<file path="config.mk">
export PLATFORM = sky130hd
export DESIGN_NAME = mod_addsub_pipe
export DESIGN_NICKNAME = d
export VERILOG_FILES = /design/src/rtl/ntt_arith_pkg.sv /design/src/rtl/cla_group_carry.sv /design/src/rtl/cla_group_slice.sv /design/src/rtl/mod_addsub_pipe.sv
export SDC_FILE = /design/constraint.sdc
export NUM_CORES = 1
export LEC_CHECK = 0
export ABC_AREA = 1
export CAP_MARGIN = 5
export CORE_ASPECT_RATIO = 0.6
export CORE_UTILIZATION = 40
export CTS_CLUSTER_SIZE = 16
export DETAILED_ROUTE_END_ITERATION = 10
export DONT_BUFFER_PORTS = 1
export SLEW_MARGIN = 20
export SYNTH_ARGS = -nofsm -noshare
export SYNTH_HDL_FRONTEND = slang
export SYNTH_HIERARCHICAL = 1
export SYNTH_SLANG_ARGS = --single-unit
export TNS_END_PERCENT = 1
</file>
<file path="constraint.sdc">
create_clock -name clk -period 9.49 [get_ports clk]
set_clock_uncertainty 0.2 [all_clocks]
set_input_delay 2.847 -clock clk [delete_from_list [all_inputs] [get_ports clk]]
set_output_delay 2.847 -clock clk [all_outputs]
set_load 0.02 [all_outputs]
</file>
<file path="src/rtl/ntt_arith_pkg.sv">
// Shared arithmetic definitions for the NTT butterfly datapath.
package ntt_arith_pkg;

   // Width of one carry-lookahead group. The group-slice cell is built for this width.
   localparam int CLA_GRP_W = 3;

   // Default datapath configuration: 15-bit operands, five lookahead groups.
   localparam int                   DEF_WIDTH   = 15;
   localparam logic [DEF_WIDTH-1:0] DEF_MODULUS = 15'd12289;

   // Operation select carried alongside each operand pair.
   typedef enum logic {
      MODE_ADD = 1'b0,
      MODE_SUB = 1'b1
   } mode_e;

endpackage

</file>
<file path="src/rtl/cla_group_carry.sv">
// Second-level carry lookahead over NGRP groups.
// Each c[k+1] is built as a flat sum of products of the G, P and cin terms.
// No group carry waits on the carry of the group below it.
module cla_group_carry #(
   parameter int NGRP = 5
) (
   input  logic [NGRP-1:0] g,
   input  logic [NGRP-1:0] p,
   input  logic            cin,
   output logic [NGRP:1]   c
);

   // Carry out of group k:
   //   G[k] | P[k]G[k-1] | ... | P[k..1]G[0] | P[k..0]cin
   function automatic logic la_carry(input logic [NGRP-1:0] gv,
                                     input logic [NGRP-1:0] pv,
                                     input logic            c0,
                                     input int              k);
      logic acc;
      logic term;
      acc = c0;
      for (int m = 0; m <= k; m++) acc = acc & pv[m];
      for (int j = 0; j <= k; j++) begin
         term = gv[j];
         for (int m = j + 1; m <= k; m++) term = term & pv[m];
         acc = acc | term;
      end
      return acc;
   endfunction

   for (genvar k = 0; k < NGRP; k++) begin : g_carry
      assign c[k+1] = la_carry(g, p, cin, k);
   end

endmodule

</file>
<file path="src/rtl/cla_group_slice.sv">
// 3-bit carry-lookahead group: local sum plus group generate/propagate.
// The group carry-in only affects the sum bits. G and P are independent of
// it, which lets the second-level lookahead run in parallel with the groups.
module cla_group_slice
   import ntt_arith_pkg::*;
(
   input  logic [CLA_GRP_W-1:0] a,
   input  logic [CLA_GRP_W-1:0] b,
   input  logic                 cin,
   output logic [CLA_GRP_W-1:0] sum,
   output logic                 grp_g,
   output logic                 grp_p
);

   logic [CLA_GRP_W-1:0] bit_g;
   logic [CLA_GRP_W-1:0] bit_p;
   logic [CLA_GRP_W-1:0] bit_c;

   assign bit_g = a & b;
   assign bit_p = a ^ b;

   // Flattened in-group carries, sum bits, and group generate/propagate.
   // NOTE: every output of an always_comb block gets an assignment on every
   // path. A missed path here would infer a latch instead of logic.
   always_comb begin
      bit_c[0] = cin;
      bit_c[1] = bit_g[0] | (bit_p[0] & cin);
      bit_c[2] = bit_g[1] | (bit_p[1] & bit_g[0]) | (bit_p[1] & bit_p[0] & cin);
      sum      = bit_p ^ bit_c;
      grp_g    = bit_g[2] | (bit_p[2] & bit_g[1]) | (bit_p[2] & bit_p[1] & bit_g[0]);
      grp_p    = &bit_p;
   end

endmodule

</file>
<file path="src/rtl/mod_addsub_pipe.sv">
// Two-stage pipelined modular adder/subtractor for the radix-16 butterfly.
// Stage 0 forms a +/- b as a two-level carry-lookahead sum (WIDTH+1 bits).
// Stage 1 registers it. Stage 2 folds the result back into [0, MODULUS)
// and registers the output.
module mod_addsub_pipe
   import ntt_arith_pkg::*;
#(
   parameter int               WIDTH   = DEF_WIDTH,
   parameter logic [WIDTH-1:0] MODULUS = DEF_MODULUS
) (
   input  logic             clk,
   input  logic             rst,
   input  logic             en,
   input  logic             in_valid,
   input  logic             mode_sub,
   input  logic [WIDTH-1:0] a_in,
   input  logic [WIDTH-1:0] b_in,
   output logic             out_valid,
   output logic [WIDTH-1:0] out_data
);

   localparam int NGRP = WIDTH / CLA_GRP_W;

   // ---------------- Stage 0: lookahead adder ----------------
   logic [WIDTH-1:0] b_eff;
   logic [WIDTH-1:0] sum;
   logic [NGRP-1:0]  grp_g;
   logic [NGRP-1:0]  grp_p;
   logic [NGRP:1]    grp_c;
   logic [NGRP:0]    carry;
   logic [WIDTH:0]   raw;

   // Subtraction is a + ~b + 1. The +1 enters as the carry into group 0.
   assign b_eff        = (mode_sub == MODE_SUB) ? ~b_in : b_in;
   assign carry[0]     = mode_sub;
   assign carry[NGRP:1] = grp_c;

   for (genvar k = 0; k < NGRP; k++) begin : g_grp
      cla_group_slice u_slice (
         .a     (a_in [k*CLA_GRP_W +: CLA_GRP_W]),
         .b     (b_eff[k*CLA_GRP_W +: CLA_GRP_W]),
         .cin   (carry[k]),
         .sum   (sum  [k*CLA_GRP_W +: CLA_GRP_W]),
         .grp_g (grp_g[k]),
         .grp_p (grp_p[k])
      );
   end

   cla_group_carry #(
      .NGRP (NGRP)
   ) u_carry (
      .g   (grp_g),
      .p   (grp_p),
      .cin (mode_sub),
      .c   (grp_c)
   );

   assign raw = {carry[NGRP], sum};

   // ---------------- Stage 1 register ----------------
   logic [WIDTH:0] s1_raw;
   mode_e          s1_sub;
   logic           s1_v;

   // Capture the raw sum with its mode and valid tag on every enabled cycle.
   // NOTE: sequential state uses non-blocking assignments only. All registers
   // then update together from pre-edge values, whatever the statement order.
   always_ff @(posedge clk) begin
      if (rst) begin
         s1_raw <= '0;
         s1_sub <= MODE_ADD;
         s1_v   <= 1'b0;
      end else if (en) begin
         // NOTE: the data fields load on every enabled cycle, valid or not.
         // Only s1_v qualifies them, so a bubble costs no extra enable logic.
         s1_raw <= raw;
         s1_sub <= mode_e'(mode_sub);
         s1_v   <= in_valid;
      end
   end

   // ---------------- Stage 2: modular correction ----------------
   logic [WIDTH:0]   mod_ext;
   logic [WIDTH-1:0] corr;

   assign mod_ext = {1'b0, MODULUS};

   // Fold the raw sum into [0, MODULUS).
   // Add: raw is at most 2M-2, so one conditional subtract is enough.
   // Sub: no carry out means a < b, so add M back (truncated to WIDTH).
   always_comb begin
      corr = s1_raw[WIDTH-1:0];
      if (s1_sub == MODE_SUB) begin
         if (!s1_raw[WIDTH]) corr = s1_raw[WIDTH-1:0] + MODULUS;
      end else if (s1_raw >= mod_ext) begin
         corr = WIDTH'(s1_raw - mod_ext);
      end
   end

   // Output register: corrected result and its valid tag.
   always_ff @(posedge clk) begin
      if (rst) begin
         out_valid <= 1'b0;
         out_data  <= '0;
      end else if (en) begin
         out_valid <= s1_v;
         out_data  <= corr;
      end
   end

endmodule

</file>
======== Word level (Yosys, flattened, before mapping) ========
Cells that the tools add are included.
storage, ports and cells
  register bits after elaboration ......... 34
  input bits .............................. 35
  word-level logic and storage cells ...... 123
operators by class
  $add $sub $neg .......................... 2
  $lt $le $gt $ge ......................... 1
  multiplexer cells ....................... 4
  bitwise operators ....................... 106
  reduce and logical (&&, ||, !) cells .... 5
operator list
  cell                    number
  $mux 15                 4
  $and 1x1->1             50
  $or 1x1->1              40
  $xor 3x3->3             10
  $ge 16x14->1 const B    1
  $add 15x14->15 const B  1
  $and 3x3->3             5
  $not 15->15             1
  $reduce_and 3->1        5
  $sub 15x14->15 const B  1

======== Longest topological paths before layout ========
  depth in word-level cells ............... 16
  gate-level depth with buffers ........... 18
  mapped depth without buffers ............ 16

======== Modules after synthesis ========
The synthesis kept the hierarchy.
by module, submodules not included
  module                                  instances  cells an instance  area each (µm²)  seq. area each (µm²)
  mod_addsub_pipe                         1          401                2529.9           680.7
  cla_group_slice (g_grp[0].u_slice ...)  3          21                 145.1            0.0
  cla_group_slice (g_grp[3].u_slice ...)  2          21                 140.1            0.0
  cla_group_carry                         1          18                 87.6             0.0

======== Worst setup path before layout ========
Ideal clock, no wire load.
  path type ............................... input -> register
  start point ............................. input port mode_sub
  end point ............................... register s1_raw[13]
  setup time .............................. 132 ps
  arrival time ............................ 5252 ps
  required time ........................... 9158 ps
  path slack .............................. 3905 ps
  stages .................................. 17
  path buffers ............................ 2
  cell sequence ........................... clkbuf_1 > buf_2 > xor2_1 > ha_1 > a21oi_1 > o21bai_1 > inv_1 > nand2_2 > nand3_2 > nand2_2 > nand2_2 > nand2_2 > inv_1 > fa_1 > xnor2_1 > o21ai_0 > a21oi_1
RTL lines
  element                                            line                                          text
  start, declared                                    mod_addsub_pipe.sv:15                         input logic mode_sub,
  $mux 15 (*)                                        mod_addsub_pipe.sv:34                         assign b_eff = (mode_sub == MODE_SUB) ? ~b_in : b_in;
  via b_eff[4]                                       mod_addsub_pipe.sv:25                         logic [WIDTH-1:0] b_eff;
  $and 3x3->3 / $xor 3x3->3 (equally long branches)  cla_group_slice.sv:19, cla_group_slice.sv:20
  $and 1x1->1                                        cla_group_slice.sv:30                         grp_g = bit_g[2] | (bit_p[2] & bit_g[1]) | (bit_p[2] & bit_p[1] & bit_g[0]);
  $or 1x1->1 / $and 1x1->1 (equally long branches)   cla_group_slice.sv:30
  $or 1x1->1 (*)                                     cla_group_slice.sv:30
  via grp_g[1]                                       mod_addsub_pipe.sv:27                         logic [NGRP-1:0] grp_g;
  $and 1x1->1 (*) (2 in a row)                       cla_group_carry.sv:25                         for (int m = j + 1; m <= k; m++) term = term & pv[m];
  $or 1x1->1 (*) (3 in a row)                        cla_group_carry.sv:26                         acc = acc | term;
  via grp_c, one bit                                 mod_addsub_pipe.sv:29                         logic [NGRP:1] grp_c;
  $and 1x1->1 (*)                                    cla_group_slice.sv:27                         bit_c[1] = bit_g[0] | (bit_p[0] & cin);
  $or 1x1->1 (*)                                     cla_group_slice.sv:27
  $xor 3x3->3 (*)                                    cla_group_slice.sv:29                         sum = bit_p ^ bit_c;
  via raw[13]                                        mod_addsub_pipe.sv:31                         logic [WIDTH:0] raw;
  end signal, assigned                               mod_addsub_pipe.sv:76                         s1_raw <= raw;
  end, declared                                      mod_addsub_pipe.sv:61                         logic [WIDTH:0] s1_raw;
Mark *: on every way through the listed nets, which the timed path passes. The rest lies on a longest branch.
A chain may end at the register's enable or synchronous reset.

======== Worst setup path in the final report ========
  start point ............................. input port mode_sub
  end point ............................... register s1_raw[12]
between the ends
  longest elaborated chain between the ends .. 13
ends and longest elaborated chain
  element                                            line
  $mux 15 (*)                                        mod_addsub_pipe.sv:34
  $xor 3x3->3 / $and 3x3->3 (equally long branches)  cla_group_slice.sv:20, cla_group_slice.sv:19
  $and 1x1->1                                        cla_group_slice.sv:30
  $or 1x1->1 / $and 1x1->1 (equally long branches)   cla_group_slice.sv:30
  $or 1x1->1 (*)                                     cla_group_slice.sv:30
  via grp_g[0]                                       mod_addsub_pipe.sv:27
  $and 1x1->1 (*) (3 in a row)                       cla_group_carry.sv:25
  $or 1x1->1 (*) (4 in a row)                        cla_group_carry.sv:26
  via grp_c, one bit                                 mod_addsub_pipe.sv:29
  $xor 3x3->3 (*)                                    cla_group_slice.sv:29
  via raw[12]                                        mod_addsub_pipe.sv:31
Marks and branches as above.

==> metrics.md <==
| Metric | Value |
|---|---|
| RSZ-0062 raised after global routing | no |
| Total placed cells including tap cells | 613 |
| Max-slew headroom | 0.356 |
| Clk sinks | 34 |
| LEAKAGE | 1.76 nW |
| Sequential area share after synthesis | 0.204 |
| Power consumption | 553 uW |
| Crit path arrival time | 4.92 ns |
| Synth Net Count | 582 |
| Crit path kind | input pin to register |
| Num CTS Buffers | 5 |
| Warnings from Yosys | 6 |
| Power Dens Cells | between 150 and 200 nW/um^2 |
| Max Slew Vio Count | 0 |
| Layout cells sized above 1 | 0.0994 |
| Synthesized cell area | around 3300 um^2 |
| Top Ports | between 50 and 60 |
| Hold buffer count at CTS | 0 |
| Number of global-route vias before repair | about 3000 |
| Peak VDD IR | ~0.059 mV |
| Worst hold slack | ~0.28 ns |
| CP Launch Type | input pin |
| Post-synthesis average cell area | between 6 and 7 um^2 |
| Clk_lat worst skew | 0.28 ns |
| Critical Path End Type | register |
| Syn Inst Count | 524 |
| Root Driver | clkbuf_16 |
| Slew @ Worst Pin | 0.965 ns |
| CP Max Fanout | 19 |
| Fmax | 0.200 GHz |
| Post-DP HPWL | roughly 6400 um |
| Core Util, Final | 0.439 |
| Reg area | 681 um^2 |
| Final Hold Viols | 0 |
| Setup TNS | 0 ns |
| P&R area growth vs syn | 5.07% |
| XOR/XNOR share of the synthesized area | 0.0788 |
| Mux contribution to synthesized area | 0 |
| Antenna Nets Post-Route | 0 |
| Number of detailed-routing iterations run before antenna repair | 5 |
| Chip height | 72.7 um |
| DRT Wirelength | 7910 um |
| Multi-input combinational cell area | ~2200 um^2 |
| Max clock buf depth | 2 |
| Post-synthesis simple-gate area fraction | 0.361 |
| Worst Path Required | approximately 9.4 ns |
| Clock-pin transition on the worst setup and hold timing paths | about 0.050 ns |
| Post-synthesis adder-cell area fraction | 0.0976 |
| Antenna Diode Count | 0 |
| Layout net count | 570 |
| Initial core utilization | 0.418 |
| Die area | 8710 um^2 |
| # fillers | between 800 and 900 |
| Average routed wire per standard cell | 12.7 um |
| Routability cong. | roughly 1 |
| PostCTS Resize Cnt | 0 |
| Netlist cell types | 34 |
| Die width | 120 um |
| GRT Util Overall | 0.202 |
| Finished Layout Cells | 621 |
| Fin crit period | approximately 5 ns |
| First-pass GRT wire length | approximately 14000 um |
| Core area | approximately 8000 um^2 |
| Initial antenna violation count | 0 |
| Main combinational cell family by area after synthesis | simple AND/OR/NAND/NOR gates |
| Post-synthesis compound-gate area fraction | 0.128 |
| Number of max-cap violations | 0 |
| Setup Fix Bufs, Post-CTS | 0 |
| Status | finished, final reports clean |
| Final setup fails | 0 |
| H-tree levels | 2 |
| Overflow after GRT | 0 |
| Fin crit share | 0.526 |
| Min-Delay Path Class | register to register |
| Final routed DRC violation total | 0 |
| Row count | 25 |
| DR vias/cell | between 4 and 5 |
| #FFs+latches synth | 34 |
| I/O Buffers | 0 |
| CTS tree | done |
| Pin count of the biggest net entering global routing | 39 |
| DR vias | about 3100 |
| DRT iter0 DRCs | around 210 |
## where the power goes
| group | internal [mW] | total, mW | switching, mW |
|---|---|---|---|
| logic | 0.0766 | 0.202 | 0.125 |
| registers | 0.158 | 0.186 | 0.0280 |
| clock network | 0.104 | 0.165 | 0.0608 |
## Yosys cell counts, drive strengths merged
cell,n,area [um^2]
ha,18,225
xor2,23,201
clkbuf,11,41.3
fa,5,100
inv,86,323
buf,8,72.6
xnor2,7,61.3
nand3,47,303
nand3b,1,7.51
o211ai,2,15.0
nor3,2,10.0
dfxtp,34,681
a211oi,1,7.51
nor2,70,323
and2,1,7.51
nor4,1,6.26
o21bai,6,45.0
nand4,5,31.3
nand2,129,514
o21ai,39,214
a21oi,28,144
## cells by family after synthesis
family                     Yosys count
AOI/OAI and AO/OA                   76
xor gates and xnor gates            30
and+or+nand+nor                    256
adders and majority gates           23
DFF                                 34
buffers and inverters              105
## final cells by class
class,count,share of cell area
multi-input cells,385,0.633
flip-flops and latches,34,0.194
inverters,86,0.0922
clock buffers,7,0.0407
well taps,108,0.0386
clock inverters,1,0.00143
## flip-flops by register name, summed over array words and instances (netlist names)
signal / cells
s1_raw: 16
s1_v: 1
out_data: 15
out_valid: 1
s1_sub: 1
## metrics by stage
step / setup WS [ns] / instance area, um^2
floorplan: 3.91 / 3330
global placement: 4.27 / 3350
detailed placement: 4.17 / 3350
CTS: 4.48 / 3500
global route: 4.28 / 3500
finish: 4.50 / 3500
## path summary, 6_finish.rpt
check | startpoint | end | slack [ns] | cells after the start
worst max register to register | s1_raw[1]$_SDFFE_PP0P_ | out_data[14]$_SDFFE_PP0P_ | 7.41 | 11
worst max-delay path | mode_sub | s1_raw[12]$_SDFFE_PP0P_ | 4.50 | 15
worst min-delay path | s1_v$_SDFFE_PP0P_ | out_valid$_SDFFE_PP0P_ | 0.28 | 2
worst min register to register | s1_v$_SDFFE_PP0P_ | out_valid$_SDFFE_PP0P_ | 0.28 | 2
## critical path: stages
cell and delay (ns):
xor2_1 0.14, ha_1 0.38, a21oi_1 0.11, o21bai_1 0.20, nor2_1 0.08, nand2_1 0.10
nand3_2 0.08, nand2_2 0.10, nand2_2 0.05, nand2_2 0.07, inv_1 0.05, fa_1 0.47
inv_1 0.03, o21ai_0 0.14, a21oi_1 0.06
## layout by cell type, fill, tap and decap left out, types with 2 or more instances in the layout
cell type / count
nand2_1: 119
inv_1: 81
nor2_1: 60
nand3_1: 35
dfxtp_1: 34
o21ai_0: 32
a21oi_1: 27
xor2_1: 23
ha_1: 18
nand3_2: 11
nand2_2: 9
nor2_4: 7
xnor2_1: 7
o21bai_1: 6
inv_2: 5
nand4_1: 5
o21ai_2: 5
clkbuf_16: 5
fa_1: 5
nor2_2: 3
o21ai_1: 2
nor3_1: 2
o211ai_1: 2
## per-layer routing
layer / vias up / global-route usage / wire, um
met5: - / 0 / 0
met4: 0 / 0.0472 / 70
met3: 10 / 0.0570 / 552
met2: 74 / 0.305 / 3210
met1: 1364 / 0.284 / 4080
li1: 1614 / - / -
Note: power is estimated with default switching activity, not from simulation.
